[src/rtl/counter_arbiter_if.sv]
// counter_arbiter_if
//   Bus between the timed-interval requesters (master side) and the shared
//   counter arbiter (slave side).
//
//   Signals
//     tick   master->slave  count enable for the running interval
//     req    master->slave  level request per requester
//     term   master->slave  terminal count per requester, slice i = [i*DW +: DW]
//     gnt    slave->master  one-hot, high while the owner's interval runs
//     done   slave->master  one-hot, one-cycle completion pulse for the owner
//     busy   slave->master  arbiter is in COUNT or DONE
//     count  slave->master  current shared counter value
//     state  slave->master  debug view of the arbiter FSM (0 IDLE, 1 COUNT, 2 DONE)
//
//   Handshake: a requester raises req[i] and holds it level; the interval is
//   accepted on the cycle gnt[i] rises, and it completes on the single cycle
//   done[i] is high. Dropping req[i] while gnt[i] is high cancels the
//   interval: gnt falls the next cycle and no done pulse is produced. req
//   from a requester that does not own the counter has no effect until the
//   arbiter is back in IDLE.
interface counter_arbiter_if #(
  parameter int NUM_REQ    = 4,
  parameter int DATA_WIDTH = 8
);
  logic                          tick;
  logic [NUM_REQ-1:0]            req;
  logic [NUM_REQ*DATA_WIDTH-1:0] term;
  logic [NUM_REQ-1:0]            gnt;
  logic [NUM_REQ-1:0]            done;
  logic                          busy;
  logic [DATA_WIDTH-1:0]         count;
  logic [1:0]                    state;

  modport master (
    output tick, req, term,
    input  gnt, done, busy, count, state
  );

  modport slave (
    input  tick, req, term,
    output gnt, done, busy, count, state
  );
endinterface

[src/rtl/counter_arbiter.sv]
// counter_arbiter
//   Shares one up-counter (start 0, step +1) between NUM_REQ requesters.
//   A round-robin arbiter picks one requester, latches its terminal count,
//   runs the counter on tick until it reaches that terminal, then pulses
//   done for the owner for one cycle. All outputs are registered.
//
//   Ports
//     clk  in   single clock, all state on posedge clk
//     rst  in   asynchronous active-low reset
//     bus  slave modport of counter_arbiter_if (tick/req/term in,
//          gnt/done/busy/count/state out)
module counter_arbiter #(
  parameter int NUM_REQ    = 4,
  parameter int DATA_WIDTH = 8
) (
  input  logic             clk,
  input  logic             rst,
  counter_arbiter_if.slave bus
);

  localparam int PTR_W = (NUM_REQ > 1) ? $clog2(NUM_REQ) : 1;
  localparam logic [NUM_REQ-1:0] ONE_HOT0 = NUM_REQ'(1);

  typedef enum logic [1:0] {
    IDLE  = 2'd0,
    COUNT = 2'd1,
    DONE  = 2'd2
  } state_t;

  state_t                state_q;
  logic [NUM_REQ-1:0]    gnt_q;
  logic [NUM_REQ-1:0]    done_q;
  logic                  busy_q;
  logic [DATA_WIDTH-1:0] count_q;
  logic [DATA_WIDTH-1:0] term_q;
  logic [PTR_W-1:0]      sel_q;
  logic [PTR_W-1:0]      ptr_q;

  logic                  found_d;
  logic [PTR_W-1:0]      sel_d;
  logic [PTR_W-1:0]      ptr_d;
  logic [NUM_REQ-1:0]    gnt_d;
  logic [DATA_WIDTH-1:0] term_sel_d;

  // Round-robin pick: first set req bit at or after ptr_q, wrapping.
  always_comb begin
    int               idx;
    logic [PTR_W-1:0] cand;
    found_d = 1'b0;
    sel_d   = '0;
    idx     = 0;
    cand    = '0;
    for (int k = 0; k < NUM_REQ; k++) begin
      idx = int'(ptr_q) + k;
      if (idx >= NUM_REQ) idx = idx - NUM_REQ;
      cand = PTR_W'(idx);
      if (!found_d && bus.req[cand]) begin
        found_d = 1'b1;
        sel_d   = cand;
      end
    end
  end

  // The winner gets lowest priority in the next arbitration round.
  always_comb begin
    ptr_d = (sel_d == PTR_W'(NUM_REQ - 1)) ? '0 : sel_d + PTR_W'(1);
    gnt_d = ONE_HOT0 << sel_d;
  end

  always_comb begin
    term_sel_d = '0;
    for (int i = 0; i < NUM_REQ; i++) begin
      if (sel_d == PTR_W'(i)) term_sel_d = bus.term[i*DATA_WIDTH +: DATA_WIDTH];
    end
  end

  always_ff @(posedge clk or negedge rst) begin
    if (!rst) begin
      state_q <= IDLE;
      gnt_q   <= '0;
      done_q  <= '0;
      busy_q  <= 1'b0;
      count_q <= '0;
      term_q  <= '0;
      sel_q   <= '0;
      ptr_q   <= '0;
    end else begin
      unique case (state_q)
        IDLE: begin
          if (found_d) begin
            state_q <= COUNT;
            gnt_q   <= gnt_d;
            term_q  <= term_sel_d;
            count_q <= '0;
            busy_q  <= 1'b1;
            sel_q   <= sel_d;
            ptr_q   <= ptr_d;
          end
        end
        COUNT: begin
          // Cancel is checked first so it beats a same-cycle completion.
          if (!bus.req[sel_q]) begin
            state_q <= IDLE;
            gnt_q   <= '0;
            count_q <= '0;
            busy_q  <= 1'b0;
          end else if (count_q == term_q) begin
            state_q <= DONE;
            gnt_q   <= '0;
            done_q  <= gnt_q;
          end else if (bus.tick) begin
            count_q <= count_q + DATA_WIDTH'(1);
          end
        end
        DONE: begin
          state_q <= IDLE;
          done_q  <= '0;
          count_q <= '0;
          busy_q  <= 1'b0;
        end
        default: begin
          state_q <= IDLE;
          gnt_q   <= '0;
          done_q  <= '0;
          busy_q  <= 1'b0;
          count_q <= '0;
        end
      endcase
    end
  end

  assign bus.gnt   = gnt_q;
  assign bus.done  = done_q;
  assign bus.busy  = busy_q;
  assign bus.count = count_q;
  assign bus.state = state_q;

endmodule

[src/flat_wrapper.sv]
// flat-port wrapper written by rule: the top's interface ports become plain ports
module counter_arbiter_flat 
#(
  parameter int NUM_REQ    = 4,
  parameter int DATA_WIDTH = 8
)
  (clk, rst, bus_tick, bus_req, bus_term, bus_gnt, bus_done, bus_busy, bus_count, bus_state);
  counter_arbiter_if #(.NUM_REQ(NUM_REQ), .DATA_WIDTH(DATA_WIDTH)) bus_i ();
  input  logic clk;
  input  logic rst;
  input wire logic [$bits(bus_i.tick)-1:0] bus_tick;
  input wire logic [$bits(bus_i.req)-1:0] bus_req;
  input wire logic [$bits(bus_i.term)-1:0] bus_term;
  output wire logic [$bits(bus_i.gnt)-1:0] bus_gnt;
  output wire logic [$bits(bus_i.done)-1:0] bus_done;
  output wire logic [$bits(bus_i.busy)-1:0] bus_busy;
  output wire logic [$bits(bus_i.count)-1:0] bus_count;
  output wire logic [$bits(bus_i.state)-1:0] bus_state;
  assign bus_i.tick = bus_tick;
  assign bus_i.req = bus_req;
  assign bus_i.term = bus_term;
  assign bus_gnt = bus_i.gnt;
  assign bus_done = bus_i.done;
  assign bus_busy = bus_i.busy;
  assign bus_count = bus_i.count;
  assign bus_state = bus_i.state;
  counter_arbiter #(.NUM_REQ(NUM_REQ), .DATA_WIDTH(DATA_WIDTH)) u_core (.clk(clk), .rst(rst), .bus(bus_i));
endmodule
[config.mk]
export PLATFORM = sky130hd
export DESIGN_NAME = counter_arbiter_flat
export DESIGN_NICKNAME = d
export VERILOG_FILES = /design/src/rtl/counter_arbiter_if.sv /design/src/rtl/counter_arbiter.sv /design/src/flat_wrapper.sv
export SDC_FILE = /design/constraint.sdc
export NUM_CORES = 1
export LEC_CHECK = 0
export CAP_MARGIN = 30
export CORE_MARGIN = 5
export CORE_UTILIZATION = 50
export DETAILED_ROUTE_END_ITERATION = 12
export HOLD_SLACK_MARGIN = 0.05
export PLACE_DENSITY = 0.86
export SLEW_MARGIN = 20
export SYNTH_ARGS = -nofsm -noshare
export SYNTH_HDL_FRONTEND = slang
export SYNTH_SLANG_ARGS = --single-unit
[constraint.sdc]
create_clock -name clk -period 3.6 [get_ports clk]
set_clock_uncertainty 0.05 [all_clocks]
set_input_delay 0.9 -clock clk [delete_from_list [all_inputs] [get_ports clk]]
set_output_delay 0.9 -clock clk [all_outputs]
set_load 0.01 [all_outputs]
==> qor.csv <==
stage,metric,value,unit
die,initial core utilization,0.5059,
timing,worst rel slew slack,0.4841,
die,Die Width,70.40,um
yosys,synthesized cell area,1824,sq um
global_routing,number of global-route vias before repair,1588,
finish,final net count,309,
placed_design,placed cells,306,
power,Cell Pwr Density,661.2,nW/um^2
cts,Worst-path clk slew,0.06,ns
finish,Finished Layout Cells,313,
finish,layout cells sized above 1,0.06038,
yosys,Yosys top cell by area,dfrtp_1,
drt,vias,1715,
placed_design,routability congestion estimate,0.9184,
yosys,Post-Syn Nets,251,
drt,drt first pass iters,4,
timing,setup TNS,0,ns
die,die footprint,4956,sq um
yosys,number of synthesized register bits,31,
timing,RSZ-0062 raised after global routing,false,
finish,final core utilization,0.7006,
cts,CTS root buf,clkbuf_8,
worst_setup_path,CP Max Fanout,7,
timing,fin. max-slew vios,0,
placed_design,dpl hpwl,3.382,mm
yosys,Cells after Synth,207,
die,IO Pins,58,
timing,final setup fails,0,
die,Placeable Area,3606,sq um
yosys,Mapped Avg Cell Area,8.813,sq um
die,Core Rows,22,
timing,"Min Clock Period, post-route",3.063,ns
job,max_cap viols,0,
drt,post-route ant nets,0,
cts,Clock Tree Buf Depth,2,
drt,DRC Markers,0,
yosys,asr flop ratio synth,1.000,
timing,Final Hold Fails,0,
timing,Fmax,326.5,MHz
global_routing,first-pass GRT wire length,7.038,mm
drt,WL final,4.333,mm
yosys,top cell type's share of synthesized area,0.4252,
min_path,WHS Path Cells,2,
finish,Antenna diodes,0,
yosys,post-synthesis sequential area ratio,0.4252,
placed_design,PortBufs,57,
cts,hold_buf cts,0,
cts,CTS buffer count,5,
drt,routed length per instance,13.84,um
global_routing,GRT Residual Overflow,0,
status,run status,finished clean,
timing,final worst-path cycle share,0.8507,
yosys,count of cell types in the netlist,36,
drt,DRC marker count from the first detailed-route iteration,165,
finish,synthesis-to-layout area growth,38.48,%
worst_setup_path,Worst Setup End Kind,flip-flop,
worst_setup_path,worst r2r path cells,11,
global_routing,gr usage total,0.1793,
global_routing,initial antenna violation count,0,
power,worst vdd ir,344.4,uV
global_routing,largest net degree at the start of global routing,32,
yosys,top_reg_cell synth,dfrtp_1,
cts,H-tree depth,2,
cts,Worst-Skew Late Latency,0.28,ns
worst_setup_path,WS Path Type,in -> reg,
cts,Post-CTS Repair Setup Buffers,0,
cts,CTS tree,done,
worst_setup_path,CP Launch Type,input port,
worst_setup_path,WP data arrival,3.21,ns
timing,Tightest Pin Transition,0.7679,ns
yosys,Yosys warnings,0,
worst_setup_path,CP Data Required Time,3.74,ns
power,Lkg Pwr,1.026,nW
die,Die Y,70.40,um
cts,Clock Sinks,31,
min_path,Worst Hold Class,reg -> reg,
yosys,Synth area leaders,"dfrtp_1 43%, nand2_1 7.4%, a21oi_1 4.7%",
cts,post-CTS sizing,0,
drt,Via density,5.479,
yosys,number of synthesized flops with an enable pin,0,
-- cell families (layout without fill, tap and decap cells) --
| family | Yosys count | after routing | synth area share |
|---|---|---|---|
| AOI/OAI and AO/OA | 55 | 55 | 0.1962 |
| muxes | 6 | 6 | 0.03978 |
| adders and majority gates | 5 | 5 | 0.03429 |
| and+or+nand+nor | 85 | 85 | 0.2305 |
| xor gates and xnor gates | 8 | 8 | 0.03841 |
| buffers and inverters | 17 | 75 | 0.03566 |
| DFF | 31 | 31 | 0.4252 |
-- area by class of cell --
type,count,area [sq um]
clock buffers,6,82.58
clock inverters,1,5.005
fillers,285,1080
inverters,9,33.78
multi-input cells,159,983.4
flip-flops and latches,31,775.7
well taps,48,60.06
repair buffers,59,585.6
-- cells in the mapped netlist (2+ instances only) --
| cell | count |
|---|---|
| a21oi_1 | 17 |
| a221oi_1 | 7 |
| clkbuf_1 | 7 |
| dfrtp_1 | 31 |
| ha_1 | 5 |
| inv_1 | 9 |
| mux2i_1 | 5 |
| nand2_1 | 36 |
| nand3_1 | 3 |
| nand4_1 | 5 |
| nor2_1 | 11 |
| nor2b_1 | 8 |
| nor3_1 | 12 |
| o211ai_1 | 2 |
| o21a_1 | 3 |
| o21ai_0 | 12 |
| o221ai_1 | 2 |
| o22ai_1 | 3 |
| o311ai_0 | 2 |
| o31ai_1 | 2 |
| or2_2 | 2 |
| or3_1 | 2 |
| xnor2_1 | 8 |
-- per-layer routing --
| layer | GRT usage | wire [um] |
|---|---|---|
| met1 | 0.2107 | 1877 |
| met2 | 0.2994 | 2041 |
| met3 | 0.05036 | 348 |
| met4 | 0.08511 | 65 |
| met5 | 0 | 0 |
-- flip-flops by register name, summed over array words and instances (netlist names) --
signal / cells
u_core.ptr_q: 2
u_core.bus.state: 2
u_core.bus.gnt: 4
u_core.bus.busy: 1
u_core.term_q: 8
u_core.sel_q: 2
u_core.bus.done: 4
u_core.bus.count: 8
-- metrics by stage --
stage,hold slack (ns),total power [mW],setup slack [ns],cell area (sq um)
after floorplan,0.4078,1.129,1.041,1824
after global placement,0.4188,1.385,0.3254,2439
after detailed placement,0.4279,1.413,0.2439,2439
after CTS,0.4420,1.685,0.5375,2526
after global routing,0.4892,1.809,0.2137,2526
final,0.4320,1.670,0.5374,2526
-- worst paths after layout --
check                                       startpoint                               to  slack (ns)
hold / removal             u_core.bus.busy$_DFFE_PN0P_      u_core.bus.busy$_DFFE_PN0P_        0.43
max in group asynchronous                          rst  u_core.bus.count[3]$_DFFE_PN0P_        2.26
hold reg to reg            u_core.bus.busy$_DFFE_PN0P_      u_core.bus.busy$_DFFE_PN0P_        0.43
setup reg to reg           u_core.ptr_q[1]$_DFFE_PN0P_     u_core.term_q[6]$_DFFE_PN0P_        1.31
min in group asynchronous                          rst      u_core.sel_q[0]$_DFFE_PN0P_        0.95
setup / recovery                            bus_req[0]     u_core.term_q[6]$_DFFE_PN0P_        0.54
-- cells in the final DEF, fill, tap and decap left out, types with 3 or more instances in the layout --
cell type        synthesis  final
mux2i_1                  5      5
o21a_1                   3      3
dfrtp_1                 31     31
a21oi_1                 17     17
clkdlybuf4s50_1          0     57
nand4_1                  5      5
o21ai_0                 12     12
a221oi_1                 7      7
nand3_1                  3      3
nor2b_1                  8      8
nand2_1                 36     36
clkbuf_8                 0      6
inv_1                    9      9
nor2_1                  11     11
o22ai_1                  3      3
xnor2_1                  8      8
ha_1                     5      5
nor3_1                  12     12
-- worst max-delay path, cell delays in order --
cell and delay, ns:
clkdlybuf4s50_1 0.54, inv_1 0.09, o221ai_1 0.18, a22oi_1 0.10, and2_1 0.18, inv_1 0.09
ha_1 0.20, nor2b_1 0.41, a221oi_1 0.14, nor3_1 0.15, a21oi_1 0.07, o21ai_0 0.16
-- where the power goes --
part	switching (mW)	total, mW	internal, mW	leakage [nW]
sequential	0.104	0.570	0.466	0.406
combinational	0.445	0.833	0.388	0.573
clock	0.118	0.267	0.149	0.0470
Power figures use the tool's default switching activity.
